--- src/rtl/branch_resolve_unit.sv ---
// ============================================================================
// Module   : branch_resolve_unit
// Purpose  : Resolves the D-stage branch prediction in EX, issues a one-shot
//            redirect/flush on a wrong guess and trains the predictor.
//            Optional perf counters enabled by defining BRU_PERF_CNT_EN.
// Revision : 1.0 - initial release
// ============================================================================
`default_nettype none

module branch_resolve_unit #(
    parameter int PC_W  = 32
`ifdef BRU_PERF_CNT_EN
    ,
    parameter int CNT_W = 32
`endif
) (
    input  logic            clk,
    input  logic            rst,
    input  logic            stallD,
    input  logic            stallE,
    input  logic            flush_ext,
    input  logic            branchD,
    input  logic            pred_takeD,
    input  logic [PC_W-1:0] pcD,
    input  logic [PC_W-1:0] targetD,
    input  logic            actual_takeE,
    output logic            pred_errorE,
    output logic            redirect_valid,
    output logic [PC_W-1:0] redirect_pc,
    output logic            flush_front,
    output logic            upd_valid,
    output logic [PC_W-1:0] upd_pc,
    output logic            upd_taken
`ifdef BRU_PERF_CNT_EN
    ,
    output logic [CNT_W-1:0] br_cnt,
    output logic [CNT_W-1:0] mis_cnt
`endif
);

    typedef enum logic [0:0] {
        IDLE    = 1'b0,
        RECOVER = 1'b1
    } state_t;

    state_t          r_state;
    logic            r_brE;
    logic            r_predE;
    logic [PC_W-1:0] r_pcE;
    logic [PC_W-1:0] r_targetE;

    logic            w_idle;
    logic            w_updFire;
    logic [PC_W-1:0] w_pcPlus4;

    assign w_idle    = (r_state == IDLE);
    assign w_pcPlus4 = r_pcE + PC_W'(4);

    assign pred_errorE    = r_brE & ~stallE & w_idle & (actual_takeE != r_predE);
    assign redirect_valid = pred_errorE;
    assign flush_front    = pred_errorE;
    assign redirect_pc    = actual_takeE ? r_targetE : w_pcPlus4;

    // Every resolved branch trains, right or wrong; an external flush kills it.
    assign w_updFire = r_brE & ~stallE & w_idle & ~flush_ext;

    always_ff @(posedge clk or negedge rst) begin
        if (!rst) begin
            r_brE     <= 1'b0;
            r_predE   <= 1'b0;
            r_pcE     <= '0;
            r_targetE <= '0;
            r_state   <= IDLE;
            upd_valid <= 1'b0;
            upd_pc    <= '0;
            upd_taken <= 1'b0;
        end else begin
            if (!stallE) begin
                if (flush_front || flush_ext || stallD) begin
                    r_brE     <= 1'b0;
                    r_predE   <= 1'b0;
                    r_pcE     <= '0;
                    r_targetE <= '0;
                end else begin
                    r_brE     <= branchD;
                    r_predE   <= pred_takeD;
                    r_pcE     <= pcD;
                    r_targetE <= targetD;
                end
            end

            case (r_state)
                IDLE:    if (pred_errorE) r_state <= RECOVER;
                RECOVER: if (!stallE)     r_state <= IDLE;
                default:                  r_state <= IDLE;
            endcase

            upd_valid <= w_updFire;
            if (w_updFire) begin
                upd_pc    <= r_pcE;
                upd_taken <= actual_takeE;
            end
        end
    end

`ifdef BRU_PERF_CNT_EN
    always_ff @(posedge clk or negedge rst) begin
        if (!rst) begin
            br_cnt  <= '0;
            mis_cnt <= '0;
        end else begin
            if (upd_valid && (br_cnt != '1))       br_cnt  <= br_cnt + CNT_W'(1);
            if (redirect_valid && (mis_cnt != '1)) mis_cnt <= mis_cnt + CNT_W'(1);
        end
    end
`endif

endmodule

`default_nettype wire

--- config.mk ---
export PLATFORM = sky130hd
export DESIGN_NAME = branch_resolve_unit
export DESIGN_NICKNAME = d
export VERILOG_FILES = /design/src/rtl/branch_resolve_unit.sv
export SDC_FILE = /design/constraint.sdc
export NUM_CORES = 1
export LEC_CHECK = 0
export ABC_CLOCK_PERIOD_IN_PS = 5000
export CORE_MARGIN = 4
export CORE_UTILIZATION = 51
export DETAILED_ROUTE_END_ITERATION = 12
export HOLD_SLACK_MARGIN = 0.1
export PLACE_DENSITY_LB_ADDON = 0.3
export SLEW_MARGIN = 15
export SYNTH_ARGS = -nofsm -noshare
export SYNTH_HDL_FRONTEND = slang
export SYNTH_SLANG_ARGS = --single-unit
--- constraint.sdc ---
create_clock -name clk -period 5 [get_ports clk]
set_input_delay 1.25 -clock clk [delete_from_list [all_inputs] [get_ports clk]]
set_output_delay 1.25 -clock clk [all_outputs]
set_load 0.03 [all_outputs]
* After elaboration in Yosys (flattened, before gate mapping)
Index checks and enable logic that the tools add are counted.
** Word-level totals
- Output and inout port bits :: 69
- Word-level logic and storage cells :: 27
- Bits in registers :: 101
- Input bits :: 72
** Operators by class
- Bitwise operators :: 7
- Add/sub/neg operators :: 1
- Equality and inequality tests :: 1
- Reductions and logical operators :: 2
- Mux-type cells :: 8
** Operators by type and width (count)
- $mux W32 :: 3
- $add A32 B3 Y32 const B :: 1
- $and A1 B1 Y1 :: 4
- $mux W1 :: 4
- $not A1 Y1 :: 3
- $logic_or A1 B1 Y1 :: 2
- $pmux W1 S2 :: 1
- $ne A1 B1 Y1 :: 1

* Longest topological paths before layout
Gate-level depths: netlist of the first run.
- Depth in word-level cells :: 7
- Gate-level depth with buffers :: 6
- Gate-level depth less buffers :: 5

* Least setup slack after synthesis of the first run
OpenSTA, ideal clock, no wires.
- Path type :: input to output
- Start point :: in stallE
- End point :: out pred_errorE
- Data required time :: 3.750 ns
- Path slack :: 1.137 ns
- Cell stages on the path :: 3
- Arrival :: 2.613 ns
- Buffers on the path :: 2
- Path through :: clkbuf_1 -> nor3_1 -> buf_4
** Between the ends
- Longest elaborated chain between the ends :: 4
** RTL lines
- start: declaration :: line 20 : input logic stallE,
- $not A1 Y1 :: line 59 : assign pred_errorE = r_brE & ~stallE & w_idle & (actual_takeE != r_predE);
- $and A1 B1 Y1 (3 in series) :: line 59
- end: declaration :: line 27 : output logic pred_errorE,
Every way passes these cells.

* Worst setup path in the final report of the first run
- Start point :: in actual_takeE
- End point :: out redirect_pc[15]
** Between the ends
- Longest elaborated chain between the ends :: 1
** RTL lines
- start: declaration :: line 26 : input logic actual_takeE,
- $mux W32 :: line 62 : assign redirect_pc = actual_takeE ? r_targetE : w_pcPlus4;
- end: declaration :: line 29 : output logic [PC_W-1:0] redirect_pc,
Every way passes these cells.

==> metrics, run 1 <==
M1 wire length=5020 microns; final hold violations=0; HP Class=register to register; highest routed layer=met4; max cap viols=0; pre-CTS setup slack=0.569 ns; Root Driver=clkbuf_8; Clock Tree Buf Depth=2; Worst VDD drop=145 uV; Slew HR=0.489; final setup violation count=0; area share of and/or/nand/nor cells after synthesis=0.109; Die Y=103 microns; area leader, netlist=dfrtp_1; number of global-route vias before repair=3829; die area=10600 sq um; post-CTS setup buffer count=0; drc violations=0; post-route ant nets=0; mux contribution to synthesized area=0.0885; Yosys reg bits=101; largest family of logic cells by synthesized area=compound AO/OA/AOI/OAI gates; P per Cell Area=303 nW/um^2; CTS buffer count=9; Critical Path Source Type=primary input; synth top area cells=dfrtp_1, a22o_1, mux2_2; Detail Placement HPWL=8470 microns; Nets=594; layout cell share with drive strength beyond 1=0.152; Crit. End Element=output pin; Synth Area per Inst=11.6 sq um; met3 WL post-DR=914 microns; Yosys top cell area share=0.551; wirelength, routed=12100 microns; Tmin final=4.44 ns; DRT Pass-1 Iters=4; Setup Crit Path Kind=primary input to output pin; fin crit share=0.889; Netlist Area Pre-Place=4580 sq um; hold_buf cts=0; overflow left after global routing=0; status=complete, no violations; # H-tree levels=3; DIE WIDTH=103 microns; final worst slack=0.555 ns; Cell variety after synth=36; met2 routed WL=6000 microns; CP required=3.75 ns; Total GRT Usage=0.238; I/O Buffers=140; post-synthesis xor/xnor area fraction=0.0268; post-cts sizing count=0; first-pass GRT wire length=19600 microns; gp weighted congestion=0.855; fmax=225 MHz; Leakage=0.00265 uW; largest net degree at the start of global routing=70; CTS tree=yes; Ports=141; dpl cells=618; Adder-Cell Fraction of Synth Area=0.00273; Final Skew=0.0118 ns; Seq/Total Area, Yosys=0.551; Initial Utilization=0.526; Compound-Gate Fraction of Synth Area=0.185; post-route insts no fill=633; setup tns final=0 ns; Yosys Warn Count=0; crit-path max FO=2; Final Max Tran Viols=0; core area=8720 sq um; clock transition at the registers of the reported paths=0.09 ns; Data arrival, critical path=3.19 ns; RSZ-0062 raised after global routing=no; vias per inst=6.02; via count=3812; r2r setup slk=3.08 ns; Area growth, synth to finish=35.6%; n_diodes=0; Slew @ Worst Pin=0.767 ns; num rows=34; drt wl/cell=19.1 microns; synthesized instance count=395; worst skew pair latency=0.35 ns; Detailed Route Iter0 Violations=164; Clock Sinks=101; antenna violations before repair=0; syn_nets=468
## cells in the mapped netlist
| master | n |
|---|---|
| nand3_2 | 1 |
| nor4_1 | 6 |
| nor3_1 | 4 |
| nand2b_1 | 1 |
| xnor2_1 | 9 |
| a311o_1 | 1 |
| and2_1 | 1 |
| and3_1 | 2 |
| clkbuf_1 | 24 |
| nand3_1 | 12 |
| or4_1 | 13 |
| o31ai_1 | 11 |
| a22o_1 | 66 |
| or4b_2 | 1 |
| nand4_1 | 6 |
| nor2_1 | 15 |
| mux2_2 | 36 |
| o21ai_0 | 16 |
| buf_4 | 2 |
| inv_1 | 8 |
| or4_4 | 1 |
| buf_6 | 1 |
| nand2_1 | 25 |
| dfrtp_1 | 101 |
| xor2_1 | 5 |
| a31oi_1 | 13 |
| buf_1 | 2 |
| clkbuf_2 | 1 |
| o311ai_0 | 1 |
| a21o_1 | 1 |
| buf_2 | 1 |
| or2_2 | 1 |
| or3_1 | 4 |
| clkinv_1 | 1 |
| ha_1 | 1 |
| and4_1 | 1 |
## state kept, by name, indices dropped and copies added, names as in the netlist
register and cells:
r_brE 1, upd_pc 32, upd_valid 1, r_pcE 32, r_targetE 32, r_state 1, r_predE 1, upd_taken 1
## power breakdown
part | switching (uW) | leakage, uW | internal (uW)
Clock | 276 | 0.0000964 | 247
Combinational | 221 | 0.00119 | 206
Sequential | 53.8 | 0.00137 | 881
Total | 550 | 0.00265 | 1330
## layout make-up
class | instances | area [sq um]
clock buffer | 11 | 141
inverter | 9 | 33.8
tap | 108 | 135
multi-input combinational | 254 | 1900
clock inverter | 4 | 55.1
timing repair buffer | 146 | 1420
fill | 668 | 2500
sequential | 101 | 2530
## cell families (layout without fill, tap and decap cells)
kind of cell | Yosys count | in the layout
AO/OA/AOI/OAI | 109 | 109
flip-flops | 101 | 101
AND/OR/NAND/NOR | 94 | 94
buffers and inverters | 40 | 170
multiplexers | 36 | 36
XOR/XNOR | 14 | 14
adder cells (fa/ha/maj) | 1 | 1
## worst max-delay path, stage by stage
cell             delay [ns]
clkdlybuf4s50_1        0.44
or4b_2                 0.67
nand3_1                0.14
clkdlybuf4s50_1        0.69
## metrics by stage
step | hold WS, ns | total power (uW) | instance area, sq um | util
4_1_cts | 0.481 | 1900 | 6220 | 0.713
3_5_place_dp | 0.460 | 1380 | 6020 | 0.690
5_1_grt | 0.501 | 1970 | 6220 | 0.713
3_3_place_gp | 0.459 | 1370 | 6020 | 0.690
2_1_floorplan | 0.445 | 1160 | 4580 | -
6_report | 0.479 | 1880 | 6220 | 0.713
## layout by cell type (no fill, tap or decap), types with 2 or more instances in the layout
cell type        count
or3_1                4
clkbuf_8            10
inv_6                2
or4_1               13
nor2_1              15
and3_1               2
inv_1                8
o31ai_1             11
buf_4               21
nand4_1              6
nand2_1             25
xnor2_1              9
nand3_1             12
xor2_1               5
o21ai_0             16
a31oi_1             13
dfrtp_1            101
nor3_1               3
a22o_1              66
buf_12               2
clkdlybuf4s50_1    122
nor4_1               5
mux2_2              36
## layer usage
metal / up-vias / GRT usage
li1: 1742 / -
met1: 1918 / 0.317
met2: 136 / 0.399
met3: 16 / 0.0528
met4: 0 / 0.0598
met5: - / 0
## worst paths after layout
check                             endpoint         start  cells past startpoint
setup / recovery           redirect_pc[15]  actual_takeE                      4
hold / removal                     r_state       r_state                      1
setup reg to reg                 r_pcE[24]       r_state                      5
hold reg to reg                    r_state       r_state                      1
max in group asynchronous        upd_taken           rst                      2
min in group asynchronous        upd_valid           rst                      1
No activity file was read; power rests on OpenSTA's default activity.
==> run 2: changes to the inputs <==
- CORE_MARGIN: 4 -> 1
- CTS_CLUSTER_SIZE: not set -> 28
- SLEW_MARGIN: 15 -> not set
==> metrics, run 2 (synthesis gave the netlist of run 1 again) <==
status=complete, no violations; Sequential cell area=2530 sq um; P per Cell Area=296 nW/um^2; post-route ant nets=0; Final Max Tran Viols=0; Die Y=96.8 microns; CP max stage delay=0.69 ns; setup tns final=0 ns; Setup Crit Path Kind=primary input to output pin; Ports=141; antenna violations before repair=0; CP required=3.75 ns; worst-path cell chain=clkdlybuf4s50_1, or4b_2, nand3_1, clkdlybuf4s50_1; Most Frequent Cell on Critical Path=clkdlybuf4s50_1; Data arrival, critical path=3.17 ns; Nets=594; num rows=34; crit-path max FO=2; Clock Sinks=101; CTS tree=yes; final hold violations=0; RSZ-0062 raised after global routing=no; DRT Pass-1 Iters=4; Slew HR=0.454; post-cts sizing count=0; HP Class=register to register; Total GRT Usage=0.256; most common cell after layout, fill and taps aside=clkdlybuf4s50_1; CTS buffer count=9; core area=8720 sq um; Worst path top cell family by delay=buffers and inverters; first-pass GRT wire length=19100 microns; Initial Utilization=0.526; Worst VDD drop=155 uV; fmax=226 MHz; Critical-path top delay cell=clkdlybuf4s50_1; commonest non-fill, non-tap cells in the layout=clkdlybuf4s50_1, dfrtp_1, a22o_1; layout cell share with drive strength beyond 1=0.152; DIE WIDTH=96.8 microns; I/O Buffers=140; pre-CTS setup slack=0.610 ns; via count=3761; vias per inst=5.93; Util after Layout=0.710; post-CTS setup buffer count=0; Largest regs=r_pcE: 32 flops, r_targetE: 32 flops, upd_pc: 32 flops; max cap viols=0; Detailed Route Iter0 Violations=189; Tmin final=4.42 ns; final worst slack=0.579 ns; clock transition at the registers of the reported paths=0.09 ns; Leakage=0.00264 uW; Layout fillers=655; Root Driver=clkbuf_8; area of the multi-input gates=1900 sq um; WP buf/inv=2; worst skew pair latency=0.35 ns; Detail Placement HPWL=8110 microns; final setup violation count=0; gp weighted congestion=0.819; drt wl/cell=18.5 microns; drc violations=0; Clock Tree Buf Depth=2; overflow left after global routing=0; Area growth, synth to finish=35.1%; number of global-route vias before repair=3728; # H-tree levels=3; Critical Path Source Type=primary input; hold_buf cts=0; wirelength, routed=11700 microns; die area=9370 sq um; Slew @ Worst Pin=0.819 ns; Crit. End Element=output pin; n_diodes=0; Final Skew=0.0114 ns; fin crit share=0.884; largest net degree at the start of global routing=70
## run 2: changes by cell type in the layout (fill, tap and decap cells not counted)
cell	change
bufinv_16	-1
clkbuf_1	+1
clkbuf_8	-1
clkinvlp_4	+1
inv_6	+1
## run 2: path summary, 6_finish.rpt
check,from,end,slack (ns),depth (start not counted)
worst max-delay path,actual_takeE,redirect_pc[15],0.58,4
worst min-delay path,r_state,r_state,0.50,1
worst max register to register,r_state,r_pcE[30],3.14,5
worst min register to register,r_state,r_state,0.50,1
max in group asynchronous,rst,r_targetE[15],3.03,2
min in group asynchronous,rst,upd_pc[1],0.96,1
## run 2: through the flow
stage	hold WS [ns]	cell area [sq um]	total power, uW	std cells
2_1_floorplan	0.445	4580	1160	395
3_3_place_gp	0.460	6020	1370	618
3_5_place_dp	0.478	6020	1380	618
4_1_cts	0.500	6190	1850	634
5_1_grt	0.521	6190	1910	634
6_report	0.496	6190	1830	634
## run 2: worst register-to-register path, delay by kind of cell, from the launching register on
kind | cells | cell delay (ns)
AOI/OAI and AO/OA | 1 | 0.29
buffers and inverters | 1 | 0.37
DFF | 1 | 0.39
and+or+nand+nor | 3 | 0.70
## run 2: final cells by class
type                    count  share of cell area
flip-flops and latches    101               0.408
clock buffers              11              0.0212
multi-input cells         254               0.307
clock inverters             5             0.00667
well taps                 108              0.0218
inverters                   9             0.00546
repair buffers            146               0.230
## run 2: routing by layer
metal  GRT usage  wire (microns)  part of all wire
met3      0.0694             700             0.060
met1       0.345            5130              0.44
met5           0               0                 0
met4      0.0551              94            0.0080
met2       0.417            5800              0.49
## run 2: power breakdown
group	internal (uW)	switching, uW	total [uW]
clock network	187	287	474
logic	206	219	424
registers	881	53.9	935
